===== src/rtl/uart_tx_arbiter.sv =====
// uart_tx_arbiter: round-robin sharing of one 8N1 UART byte transmitter
// between NUM_REQ byte producers. The winner's byte is latched at grant, a
// one-cycle enable launches it, and the transaction completes on the
// transmitter's done flag (or aborts after TIMEOUT_CYCLES). The next launch
// is held off until done has dropped again.
//
// Ports:
//   in_UART_Clock / in_Reset_n   clock, asynchronous active-low reset
//   in_Req, in_Req_Data          per-requester level request and byte
//   out_Grant, out_Ack           one-hot grant, one-cycle completion ack
//   out_Busy, out_Timeout_Err    not-idle flag, sticky timeout flag
//   in_Err_Clear                 synchronous clear of the timeout flag
//   out_Tx_En, out_Tx_8bitData   transmitter launch strobe and byte
//   in_Tx_Active, in_Tx_Done     transmitter status flags
module uart_tx_arbiter #(
    parameter int unsigned NUM_REQ        = 4,
    parameter int unsigned TIMEOUT_CYCLES = 255
) (
    input  logic                   in_UART_Clock,
    input  logic                   in_Reset_n,
    input  logic [NUM_REQ-1:0]     in_Req,
    input  logic [8*NUM_REQ-1:0]   in_Req_Data,
    output logic [NUM_REQ-1:0]     out_Grant,
    output logic [NUM_REQ-1:0]     out_Ack,
    output logic                   out_Busy,
    output logic                   out_Timeout_Err,
    input  logic                   in_Err_Clear,
    output logic                   out_Tx_En,
    output logic [7:0]             out_Tx_8bitData,
    input  logic                   in_Tx_Active,
    input  logic                   in_Tx_Done
);

    localparam int unsigned IDX_W = (NUM_REQ > 1) ? $clog2(NUM_REQ) : 1;
    localparam int unsigned CNT_W = $clog2(TIMEOUT_CYCLES + 1);

    typedef enum logic [1:0] {
        ST_ARB       = 2'd0,
        ST_LAUNCH    = 2'd1,
        ST_WAIT_DONE = 2'd2,
        ST_WAIT_CLR  = 2'd3
    } state_t;

    state_t             state_q, state_d;
    logic [IDX_W-1:0]   ptr_q, ptr_d;
    logic [IDX_W-1:0]   win_q, win_d;
    logic [CNT_W-1:0]   cnt_q, cnt_d;
    logic [NUM_REQ-1:0] grant_q, grant_d;
    logic [NUM_REQ-1:0] ack_q, ack_d;
    logic               busy_q, busy_d;
    logic               err_q, err_d;
    logic               tx_en_q, tx_en_d;
    logic [7:0]         tx_data_q, tx_data_d;

    logic               any_req_c;
    logic [IDX_W-1:0]   pick_c;
    logic               timeout_c;
    logic [IDX_W-1:0]   ptr_next_c;
    logic [7:0]         req_byte_c [NUM_REQ];

    // Transmitter activity is observed only; completion is judged by done.
    logic               tx_active_unused;
    assign tx_active_unused = in_Tx_Active;

    // Split the flat data bus into per-requester bytes.
    always_comb begin
        for (int unsigned i = 0; i < NUM_REQ; i++) begin
            req_byte_c[i] = in_Req_Data[8*i +: 8];
        end
    end

    // Round-robin pick: first set request searching upward from ptr_q, wrapping.
    always_comb begin
        logic [IDX_W:0] idx;
        any_req_c = 1'b0;
        pick_c    = '0;
        idx       = '0;
        for (int unsigned i = 0; i < NUM_REQ; i++) begin
            idx = {1'b0, ptr_q} + (IDX_W+1)'(i);
            if (idx >= (IDX_W+1)'(NUM_REQ)) begin
                idx = idx - (IDX_W+1)'(NUM_REQ);
            end
            if (!any_req_c && in_Req[idx[IDX_W-1:0]]) begin
                any_req_c = 1'b1;
                pick_c    = idx[IDX_W-1:0];
            end
        end
    end

    // The abort fires at the end of the TIMEOUT_CYCLES-th WAIT_DONE cycle.
    assign timeout_c  = (cnt_q == CNT_W'(TIMEOUT_CYCLES - 1));
    assign ptr_next_c = (win_q == IDX_W'(NUM_REQ - 1)) ? '0 : win_q + 1'b1;

    // State and output registers.
    always_ff @(posedge in_UART_Clock or negedge in_Reset_n) begin
        if (!in_Reset_n) begin
            state_q   <= ST_ARB;
            ptr_q     <= '0;
            win_q     <= '0;
            cnt_q     <= '0;
            grant_q   <= '0;
            ack_q     <= '0;
            busy_q    <= 1'b0;
            err_q     <= 1'b0;
            tx_en_q   <= 1'b0;
            tx_data_q <= '0;
        end else begin
            state_q   <= state_d;
            ptr_q     <= ptr_d;
            win_q     <= win_d;
            cnt_q     <= cnt_d;
            grant_q   <= grant_d;
            ack_q     <= ack_d;
            busy_q    <= busy_d;
            err_q     <= err_d;
            tx_en_q   <= tx_en_d;
            tx_data_q <= tx_data_d;
        end
    end

    // Next-state logic.
    always_comb begin
        state_d = state_q;
        case (state_q)
            ST_ARB:       if (any_req_c) state_d = ST_LAUNCH;
            ST_LAUNCH:    state_d = ST_WAIT_DONE;
            ST_WAIT_DONE: if (in_Tx_Done || timeout_c) state_d = ST_WAIT_CLR;
            ST_WAIT_CLR:  if (!in_Tx_Done) state_d = ST_ARB;
            default:      state_d = ST_ARB;
        endcase
    end

    // Output and datapath next values.
    always_comb begin
        grant_d   = grant_q;
        ack_d     = '0;
        tx_en_d   = 1'b0;
        tx_data_d = tx_data_q;
        ptr_d     = ptr_q;
        win_d     = win_q;
        cnt_d     = cnt_q;
        err_d     = err_q;

        // A timeout in the same cycle as a clear overrides it below.
        if (in_Err_Clear) begin
            err_d = 1'b0;
        end

        case (state_q)
            ST_ARB: begin
                if (any_req_c) begin
                    grant_d   = NUM_REQ'(1'b1) << pick_c;
                    tx_data_d = req_byte_c[pick_c];
                    tx_en_d   = 1'b1;
                    win_d     = pick_c;
                end
            end
            ST_LAUNCH: begin
                cnt_d = '0;
            end
            ST_WAIT_DONE: begin
                cnt_d = cnt_q + 1'b1;
                if (in_Tx_Done) begin
                    ack_d = grant_q;
                end else if (timeout_c) begin
                    err_d = 1'b1;
                end
            end
            ST_WAIT_CLR: begin
                if (!in_Tx_Done) begin
                    grant_d   = '0;
                    tx_data_d = '0;
                    ptr_d     = ptr_next_c;
                end
            end
            default: begin
                grant_d = '0;
            end
        endcase

        busy_d = (state_d != ST_ARB);
    end

    assign out_Grant       = grant_q;
    assign out_Ack         = ack_q;
    assign out_Busy        = busy_q;
    assign out_Timeout_Err = err_q;
    assign out_Tx_En       = tx_en_q;
    assign out_Tx_8bitData = tx_data_q;

endmodule


===== config.mk =====
export PLATFORM = sky130hd
export DESIGN_NAME = uart_tx_arbiter
export DESIGN_NICKNAME = d
export VERILOG_FILES = /design/src/rtl/uart_tx_arbiter.sv
export SDC_FILE = /design/constraint.sdc
export NUM_CORES = 1
export LEC_CHECK = 0
export BUFFER_PORTS_ARGS = -buffer_cell sky130_fd_sc_hd__buf_2
export CORE_UTILIZATION = 51
export CTS_BUF_LIST = sky130_fd_sc_hd__clkbuf_8 sky130_fd_sc_hd__clkbuf_16
export DETAILED_ROUTE_END_ITERATION = 6
export HOLD_SLACK_MARGIN = 0.08
export PLACE_DENSITY_LB_ADDON = 0.25
export SYNTH_ARGS = -nofsm -noshare
export SYNTH_HDL_FRONTEND = slang
export SYNTH_SLANG_ARGS = --single-unit

===== constraint.sdc =====
create_clock -name in_UART_Clock -period 2.13 [get_ports in_UART_Clock]
set_input_delay 0.213 -clock in_UART_Clock [delete_from_list [all_inputs] [get_ports in_UART_Clock]]
set_output_delay 0.213 -clock in_UART_Clock [all_outputs]
set_load 0.005 [all_outputs]

==> flow_metrics.env, run 1 <==
export IMPL_cts_tree="yes"
export IMPL_reg2reg_depth=7
export IMPL_area_delta_synth_final_pct=22.1
export IMPL_ios=60
export IMPL_rows=21
export IMPL_dieArea_um2=3950
export IMPL_antennaDiodeCount=0
export IMPL_crit_start="state_q[0]$_DFF_PN0_"
export IMPL_cts_buffer_depth=2
export IMPL_post_cts_resized=0
export IMPL_root_buffer="clkbuf_8"
export IMPL_grt_pass1_wl_um=7030
export IMPL_hold_path_startpoint="in_Err_Clear"
export IMPL_whs_endpoint="out_Timeout_Err$_DFF_PN0_"
export IMPL_hold_depth=3
export IMPL_rr_endpoint="out_Tx_8bitData[5]$_DFFE_PN0P_"
export IMPL_p_leak_nw=1.17
export IMPL_track_usage_pct=22.6
export IMPL_r2r_start="state_q[0]$_DFF_PN0_"
export IMPL_portBuffers=58
export IMPL_power_density_nw_per_um2=1160
export IMPL_remaining_drc_errors=0
export IMPL_syn_num_nets=235
export IMPL_ys_types=43
export IMPL_antenna_found_initial=0
export IMPL_cts_setup_buffers=0
export IMPL_fin_skew_ps=6.14
export IMPL_worst_pin_slew_ps=716
export IMPL_synth_top_area_share_pct=43.8
export IMPL_peakVddDrop_v=0.000910
export IMPL_critPathMaxFanout=10
export IMPL_critPathLaunchType="flop"
export IMPL_die_w_um=62.8
export IMPL_gp_congestion=0.840
export IMPL_r2r_slack_ps=280
export IMPL_postSynthAreaPerCell_um2=10.1
export IMPL_final_cells=293
export IMPL_nNetsFinal=295
export IMPL_drtAntennaViolNets=0
export IMPL_drtIter0Drc=70
export IMPL_place_inst=284
export IMPL_layout_drive_gt1_share_pct=31.6
export IMPL_htreeDepth=2
export IMPL_yosysWarnings=0
export IMPL_timing_final_crit_share_pct=87.0
export IMPL_clk_pin_slew_worst_paths_ps=70
export IMPL_critPathRequiredTime_ps=2300
export IMPL_grt_overflow_total=0
export IMPL_hold_buffers=1
export IMPL_die_y_um=62.8
export IMPL_top_layer="met4"
export IMPL_numCtsBuffers=5
export IMPL_hold_class="in2reg"
export IMPL_placed_area_um2=2210
export IMPL_ys_top_cells_by_area="dfrtp_1 (44%), ha_1 (5.3%), mux2i_1 (5.3%)"
export IMPL_ys_ff_latch=33
export IMPL_route_met2_wl_um=1910
export IMPL_drv_cap=0
export IMPL_grt_setup_unrepaired="false"
export IMPL_hold_viol=0
export IMPL_core_area_um2=3440
export IMPL_final_cell_area_um2=2300
export IMPL_ys_seq_area_share_pct=43.8
export IMPL_status="completed"
export IMPL_drt_wirelength_per_cell_um=13.9
export IMPL_hold_ws_ps=193
export IMPL_cp_arrival_ps=2020
export IMPL_relSlewSlack_pct=52.3
export IMPL_synth_cells=186
export IMPL_grt_pass1_vias=1548
export IMPL_max_freq_mhz=540
export IMPL_dp_hpwl_um=2900
export IMPL_netlist_area_um2=1890
export IMPL_clk_latency_ps=280
export IMPL_numClockSinks=33
export IMPL_synth_top_area_cell="dfrtp_1"
export IMPL_initial_utilization_pct=54.8
export IMPL_power_mw=2.67
export IMPL_wl_met3_um=218
export IMPL_grt_max_degree=34
export IMPL_viasPerCell=5.49
export IMPL_endpoint_kind="flop"
export IMPL_wl_met1_um=1920
export IMPL_vias=1608
export IMPL_drt_wl_total_um=4080
export IMPL_critPathKind="reg2reg"
export IMPL_slew_viol_final=0
export IMPL_setup_tns_ps=0
export IMPL_fin_crit_ps=1850
export IMPL_drtPass1Iterations=4
export IMPL_final_cell_mix="buf_2 (58), dfrtp_1 (33), nand2_1 (24), and3_1 (12), mux2i_1 (10)"
export IMPL_mostFrequentLayoutCell="buf_2"
export IMPL_setup_violations=0
## cells by family (layout without fill, tap and decap cells)
group,count (synthesis),after routing,share of synthesized area (%)
XOR/XNOR,1,1,0.464
flip-flops,33,33,43.8
multiplexers,11,11,5.90
adder cells (fa/ha/maj),8,8,5.31
AND/OR/NAND/NOR,65,65,18.7
AO/OA/AOI/OAI,53,53,22.3
buffers and inverters,15,76,3.58
## final cells by class
class,instances,area (um2)
multi-input cells,138,993
repair buffers,61,315
clock inverters,3,17.5
well taps,46,57.6
inverters,7,26.3
flip-flops and latches,33,826
fillers,298,1140
clock buffers,5,68.8
## state kept, by name (all words and copies together), names as in the netlist
| name | flops |
|---|---|
| cnt_q | 8 |
| out_Ack | 4 |
| out_Busy | 1 |
| out_Grant | 4 |
| out_Timeout_Err | 1 |
| out_Tx_8bitData | 8 |
| out_Tx_En | 1 |
| ptr_q | 2 |
| state_q | 2 |
| win_q | 2 |
## synth_stat cells
cell       instances
a21boi_0           8
a21o_1             1
a21oi_1            4
a22o_1             5
a2bb2oi_4          1
a311oi_1           2
and2_1             1
and3_1            12
and3b_1            1
buf_2              3
buf_4              2
clkbuf_1           3
dfrtp_1           33
ha_1               8
inv_1              6
inv_2              1
mux2_2             1
mux2i_1           10
nand2_1           24
nand2_4            1
nand2b_1           5
nand3_1            4
nand3b_1           1
nand4_1            2
nor2_1             5
nor2_4             1
nor2b_1            2
nor3_4             1
nor4_1             1
o21a_1             1
o21ai_0            6
o21ai_1            8
o21ai_2            1
o221ai_2           1
o22ai_1            1
o311ai_1           8
o31ai_1            3
o41ai_1            2
o41ai_4            1
or2_1              1
or2_2              1
or3_1              2
xor2_1             1
## critical path, stage by stage (launching register included)
cell      delay [ps]
dfrtp_1          420
inv_1            130
ha_1             230
o41ai_4          120
or2_1            270
nor3_4           340
o21ai_1          120
o311ai_1         110
## worst max-delay path by stage
stage,cells after the start,end,slack (ps)
after floorplan,8,out_Tx_8bitData[0]$_DFFE_PN0P_,440
after global placement,7,out_Tx_8bitData[4]$_DFFE_PN0P_,320
after detailed placement,7,out_Tx_8bitData[5]$_DFFE_PN0P_,280
after CTS,7,out_Tx_8bitData[5]$_DFFE_PN0P_,260
after global routing,5,cnt_q[5]$_DFFE_PN0P_,120
final,7,out_Tx_8bitData[5]$_DFFE_PN0P_,280
## metal layers
metal  GRT usage [%]  up-vias
met5               0        -
met4            7.85        0
met3            5.47        4
met2            36.3       43
met1            29.8      750
li1                -      811
## metrics by stage
step           worst slack, ps  utilization (%)
2_1_floorplan              440                -
3_3_place_gp               317             64.2
3_5_place_dp               277             64.2
4_1_cts                    262             67.0
5_1_grt                    122             67.0
6_report                   277             67.0
## where the power goes
part / internal [mW] / switching [mW] / leakage [nW]
combinational: 0.563 / 0.705 / 0.692
clock: 0.225 / 0.229 / 0.0439
sequential: 0.818 / 0.132 / 0.432
total: 1.61 / 1.07 / 1.17
Note: power is estimated with default switching activity, not from simulation.
==> run 2: changes to the inputs <==
--- a/config.mk
+++ b/config.mk
@@ -6,7 +6,7 @@
 export NUM_CORES = 1
 export LEC_CHECK = 0
 export BUFFER_PORTS_ARGS = -buffer_cell sky130_fd_sc_hd__buf_2
-export CORE_UTILIZATION = 51
+export CORE_UTILIZATION = 37
 export CTS_BUF_LIST = sky130_fd_sc_hd__clkbuf_8 sky130_fd_sc_hd__clkbuf_16
 export DETAILED_ROUTE_END_ITERATION = 6
 export HOLD_SLACK_MARGIN = 0.08
==> run 2 against run 1 <==
  * Fmax rose by 0.78%
  * Highest routed layer unchanged
  * Clock-buffer cell count up 2
  * Final cell count rose by 6.8%
  * First-iteration DRC count down 33%
  * Routed wire length up 1.8%
==> flow_metrics.env, run 2 (synthesized netlist as in run 1, its figures left out) <==
export IMPL_drt_wl_total_um=4160
export IMPL_cts_buffer_depth=2
export IMPL_power_frac_seq_pct=35.1
export IMPL_gp_congestion=0.745
export IMPL_dieArea_um2=5390
export IMPL_htreeDepth=2
export IMPL_fin_skew_ps=4.28
export IMPL_track_usage_pct=17.7
export IMPL_top_usage_layer="met2"
export IMPL_setup_tns_ps=0
export IMPL_cts_tree="yes"
export IMPL_grt_pass1_vias=1580
export IMPL_antenna_found_initial=0
export IMPL_vias=1589
export IMPL_final_cell_area_um2=2340
export IMPL_relSlewSlack_pct=52.2
export IMPL_die_w_um=73.4
export IMPL_max_freq_mhz=544
export IMPL_drtPass1Iterations=4
export IMPL_use_met1_pct=22.5
export IMPL_drtIter0Drc=47
export IMPL_crit_chain="inv_1 > ha_1 > o41ai_4 > or2_1 > nor3_4 > o21ai_1 > o311ai_1"
export IMPL_core_area_um2=4820
export IMPL_nNetsFinal=294
export IMPL_worst_pin_slew_ps=718
export IMPL_endpoint_kind="flop"
export IMPL_die_y_um=73.4
export IMPL_critPathMaxFanout=10
export IMPL_root_buffer="clkbuf_8"
export IMPL_layout_drive_gt1_share_pct=31.3
export IMPL_hold_viol=0
export IMPL_max_stage_delay_ps=410
export IMPL_numClockSinks=33
export IMPL_antennaDiodeCount=0
export IMPL_clock_power_share_pct=18.9
export IMPL_peakVddDrop_v=0.000509
export IMPL_grt_pass1_wl_um=7270
export IMPL_setup_violations=0
export IMPL_hold_class="in2reg"
export IMPL_clk_pin_slew_worst_paths_ps=70
export IMPL_grt_setup_unrepaired="false"
export IMPL_final_cells=313
export IMPL_area_delta_synth_final_pct=23.9
export IMPL_p_switching_mw=1.06
export IMPL_p_leak_nw=1.17
export IMPL_r2r_start="state_q[0]$_DFF_PN0_"
export IMPL_ios=60
export IMPL_rows=25
export IMPL_power_mw=2.72
export IMPL_mostFrequentLayoutCell="buf_2"
export IMPL_cp_top_family="simple AND/OR/NAND/NOR gates"
export IMPL_use_met2_pct=29.7
export IMPL_drv_cap=0
export IMPL_cp_slowest_cell="dfrtp_1"
export IMPL_power_density_nw_per_um2=1160
export IMPL_drt_wirelength_per_cell_um=13.3
export IMPL_cp_arrival_ps=2020
export IMPL_hold_path_startpoint="in_Err_Clear"
export IMPL_grt_overflow_total=0
export IMPL_p_int_mw=1.66
export IMPL_portBuffers=58
export IMPL_critPathKind="reg2reg"
export IMPL_critPathLaunchType="flop"
export IMPL_grt_max_degree=34
export IMPL_fillCellCount=482
export IMPL_place_inst=304
export IMPL_numCtsBuffers=5
export IMPL_timing_final_crit_share_pct=86.3
export IMPL_placed_area_um2=2230
export IMPL_pwr_share_comb_pct=46.1
export IMPL_drtAntennaViolNets=0
export IMPL_status="completed"
export IMPL_switching_share_pct=38.8
export IMPL_initial_utilization_pct=39.2
export IMPL_post_cts_resized=0
export IMPL_clk_latency_ps=280
export IMPL_viasPerCell=5.08
export IMPL_dp_hpwl_um=3070
export IMPL_critPathRequiredTime_ps=2310
export IMPL_final_cell_mix="buf_2 (58), dfrtp_1 (33), nand2_1 (24), and3_1 (12), mux2i_1 (10)"
export IMPL_use_met3_pct=3.84
export IMPL_remaining_drc_errors=0
export IMPL_path_buf_inv=1
export IMPL_crit_start="state_q[0]$_DFF_PN0_"
export IMPL_slew_viol_final=0
export IMPL_cts_setup_buffers=0
export IMPL_fin_crit_ps=1840
-- run 2: cell type report --
type / instances / area, um2 / share of cell area (%)
timing repair buffer: 60 / 308 / 13.2
clock buffer: 7 / 96.3 / 4.12
multi-input combinational: 138 / 993 / 42.5
clock inverter: 1 / 5.00 / 0.214
tap: 67 / 83.8 / 3.58
inverter: 7 / 26.3 / 1.12
sequential: 33 / 826 / 35.3
-- run 2: routing by layer --
metal,wire length [um],vias to the layer above
met4,62,0
met3,143,5
met1,1920,744
met2,2030,38
met5,0,-
li1,-,802
-- run 2: power groups by stage --
stage | Sequential [mW] | Clock (mW) | Combinational (mW)
2_1_floorplan | 0.953 | 0 | 0.910
3_3_place_gp | 0.961 | 0 | 1.25
3_5_place_dp | 0.965 | 0 | 1.27
4_1_cts | 0.956 | 0.527 | 1.27
5_1_grt | 0.981 | 0.554 | 1.41
6_report | 0.953 | 0.513 | 1.25
-- run 2: timing repair --
action                                 CTS  global route
hold buffers                             1             0
endpoints found under the hold margin   33             0
setup endpoints to repair                0             0
-- run 2: through the flow --
stage          setup WS, ps  hold slack (ps)  util, %
2_1_floorplan           440            -82.6        -
3_3_place_gp            307              318     46.2
3_5_place_dp            295              318     46.2
4_1_cts                 271              188     48.5
5_1_grt                 125              228     48.5
6_report                292              200     48.5
-- run 2: worst paths after layout --
path                                                       end  slack (ps)  cells past startpoint
worst max-delay path            out_Tx_8bitData[3]$_DFFE_PN0P_         290                      7
worst min-delay path                 out_Timeout_Err$_DFF_PN0_         200                      3
worst max register to register  out_Tx_8bitData[3]$_DFFE_PN0P_         290                      7
worst min register to register       out_Timeout_Err$_DFF_PN0_         490                      2
max in group asynchronous       out_Tx_8bitData[7]$_DFFE_PN0P_        1150                      2
min in group asynchronous                 out_Ack[2]$_DFF_PN0_         520                      2
-- run 2: worst min-delay path: stages --
cell	delay, ps
buf_2	70
nand2b_1	90
o41ai_1	60
==> run 3: changes to the inputs <==
--- a/config.mk
+++ b/config.mk
@@ -11,6 +11,7 @@
 export DETAILED_ROUTE_END_ITERATION = 6
 export HOLD_SLACK_MARGIN = 0.08
 export PLACE_DENSITY_LB_ADDON = 0.25
+export RECOVER_POWER = 50
 export SYNTH_ARGS = -nofsm -noshare
 export SYNTH_HDL_FRONTEND = slang
 export SYNTH_SLANG_ARGS = --single-unit
==> run 3 against run 2 <==
  * Setup slack better by 2.6 ps
  * Sequential power up 0.4%
  * Register-to-register slack about the same
  * Highest routed layer unchanged
  * Sequential share of layout area up 0.44 points
  * Clock-buffer cell count unchanged
  * Fmax up 0.14%
  * Hold slack about the same
  * Combinational power about the same
  * Largest cell class unchanged
  * Clock skew about the same
  * First-iteration DRC count up 8.5%
  * Critical path type unchanged
  * Largest power group unchanged
==> flow_metrics.env, run 3 (synthesized netlist as in run 1, its figures left out) <==
export IMPL_status="completed"
export IMPL_clock_power_share_pct=19.1
export IMPL_initial_utilization_pct=39.2
export IMPL_power_density_nw_per_um2=1160
export IMPL_portBuffers=58
export IMPL_critPathRequiredTime_ps=2310
export IMPL_setup_tns_ps=0
export IMPL_viasPerCell=5.09
export IMPL_r2r_start="state_q[0]$_DFF_PN0_"
export IMPL_setup_violations=0
export IMPL_whs_endpoint="out_Timeout_Err$_DFF_PN0_"
export IMPL_cts_buffer_depth=2
export IMPL_switching_share_pct=39.1
export IMPL_drt_wirelength_per_cell_um=13.4
export IMPL_seqCellArea_um2=826
export IMPL_drt_wl_total_um=4190
export IMPL_core_area_um2=4820
export IMPL_dieArea_um2=5390
export IMPL_grt_overflow_total=0
export IMPL_fin_skew_ps=4.30
export IMPL_hold_depth=3
export IMPL_fillCellCount=490
export IMPL_finish_utilization_pct=47.9
export IMPL_dp_hpwl_um=3070
export IMPL_crit_chain="inv_1 > ha_1 > o41ai_1 > or2_1 > nor3_4 > o21ai_1 > o311ai_1"
export IMPL_power_frac_seq_pct=35.6
export IMPL_r2r_slack_ps=290
export IMPL_relSlewSlack_pct=46.7
export IMPL_numCtsBuffers=5
export IMPL_remaining_drc_errors=0
export IMPL_drtIter0Drc=51
export IMPL_cp_slowest_cell="dfrtp_1"
export IMPL_slew_viol_final=0
export IMPL_hold_ws_ps=201
export IMPL_layout_drive_gt1_share_pct=27.6
export IMPL_drtAntennaViolNets=0
export IMPL_p_leak_nw=1.14
export IMPL_vias=1592
export IMPL_cts_tree="yes"
export IMPL_grt_pass1_vias=1580
export IMPL_hold_path_startpoint="in_Err_Clear"
export IMPL_multi_input_area_um2=975
export IMPL_grt_max_degree=34
export IMPL_placed_area_um2=2230
export IMPL_grt_pass1_wl_um=7270
export IMPL_max_freq_mhz=545
export IMPL_htreeDepth=2
export IMPL_cp_arrival_ps=2010
export IMPL_pwr_share_comb_pct=45.4
export IMPL_final_cell_area_um2=2310
export IMPL_endpoint_kind="flop"
export IMPL_clk_pin_slew_worst_paths_ps=70
export IMPL_rows=25
export IMPL_die_y_um=73.4
export IMPL_timing_final_crit_share_pct=86.2
export IMPL_worst_pin_slew_ps=800
export IMPL_mostFrequentLayoutCell="buf_2"
export IMPL_nNetsFinal=294
export IMPL_root_buffer="clkbuf_8"
export IMPL_critPathKind="reg2reg"
export IMPL_die_w_um=73.4
export IMPL_grt_setup_unrepaired="false"
export IMPL_drv_cap=0
export IMPL_rr_endpoint="out_Tx_8bitData[7]$_DFFE_PN0P_"
export IMPL_area_delta_synth_final_pct=22.4
export IMPL_hold_viol=0
export IMPL_critPathMaxFanout=10
export IMPL_drtPass1Iterations=4
export IMPL_clk_latency_ps=280
export IMPL_antennaDiodeCount=0
export IMPL_gp_congestion=0.745
export IMPL_fin_crit_ps=1840
export IMPL_power_mw=2.69
export IMPL_max_stage_delay_ps=410
export IMPL_reg2reg_depth=7
export IMPL_ios=60
export IMPL_antenna_found_initial=0
export IMPL_final_cell_mix="buf_2 (49), dfrtp_1 (33), nand2_1 (24), and3_1 (12), mux2i_1 (10)"
export IMPL_p_switching_mw=1.05
export IMPL_track_usage_pct=17.7
export IMPL_peakVddDrop_v=0.000504
export IMPL_hold_class="in2reg"
export IMPL_numClockSinks=33
export IMPL_p_int_mw=1.64
export IMPL_critPathLaunchType="flop"
==> run 3: changes by cell type in the layout (fill, tap and decap cells not counted) <==
cell	before	now
o41ai_4	1	0
o41ai_1	2	3
clkbuf_2	0	1
clkbuf_1	0	8
buf_2	58	49
==> run 3: how the worst max path moves through the flow <==
stage	start	end	depth (start not counted)
4_1_cts	state_q[0]$_DFF_PN0_	out_Tx_8bitData[3]$_DFFE_PN0P_	7
2_1_floorplan	state_q[0]$_DFF_PN0_	out_Tx_8bitData[0]$_DFFE_PN0P_	8
5_1_grt	ptr_q[1]$_DFFE_PN0P_	out_Tx_8bitData[0]$_DFFE_PN0P_	5
3_5_place_dp	state_q[0]$_DFF_PN0_	out_Tx_8bitData[4]$_DFFE_PN0P_	7
6_report	state_q[0]$_DFF_PN0_	out_Tx_8bitData[7]$_DFFE_PN0P_	7
3_3_place_gp	state_q[0]$_DFF_PN0_	out_Tx_8bitData[1]$_DFFE_PN0P_	7
==> run 3: final cells by class <==
type | instances | share of cell area [%]
repair buffers | 60 | 12.9
flip-flops and latches | 33 | 35.8
clock buffers | 7 | 4.17
well taps | 67 | 3.63
clock inverters | 1 | 0.217
multi-input cells | 138 | 42.2
inverters | 7 | 1.14
==> run 3: power groups by stage <==
stage          Sequential (mW)  Combinational (mW)  Clock (mW)
3_3_place_gp             0.961                1.25           0
6_report                 0.957                1.22       0.513
5_1_grt                  0.984                1.38       0.554
3_5_place_dp             0.965                1.27           0
2_1_floorplan            0.953               0.910           0
4_1_cts                  0.956                1.27       0.527
==> run 3: through the flow <==
step | cells | worst slack (ps)
4_1_cts | 313 | 271
3_5_place_dp | 304 | 295
6_report | 313 | 294
2_1_floorplan | 186 | 440
3_3_place_gp | 304 | 307
5_1_grt | 313 | 125
==> run 3: repair_timing <==
item / 4_1_cts / 5_1_grt
buffers inserted: 0 / 0
endpoints found under the setup margin: 0 / 0
endpoints found under the hold margin: 33 / 0
hold buffers: 1 / 0
gates resized for setup: 0 / 0
==> run 3: routing by layer <==
layer	share of wire, %	track usage (%)	vias to the layer above
li1	-	-	804
met1	47	22.5	745
met2	49	29.7	38
met3	3.4	3.84	5
met4	1.5	6.41	0
met5	0	0	-
==> run 3: critical path, delay by kind of cell, from the launching register on <==
| kind | cells | cell delay, ps |
|---|---|---|
| AOI/OAI and AO/OA | 3 | 370 |
| adders and majority gates | 1 | 200 |
| buffers and inverters | 1 | 140 |
| DFF | 1 | 410 |
| and+or+nand+nor | 2 | 620 |
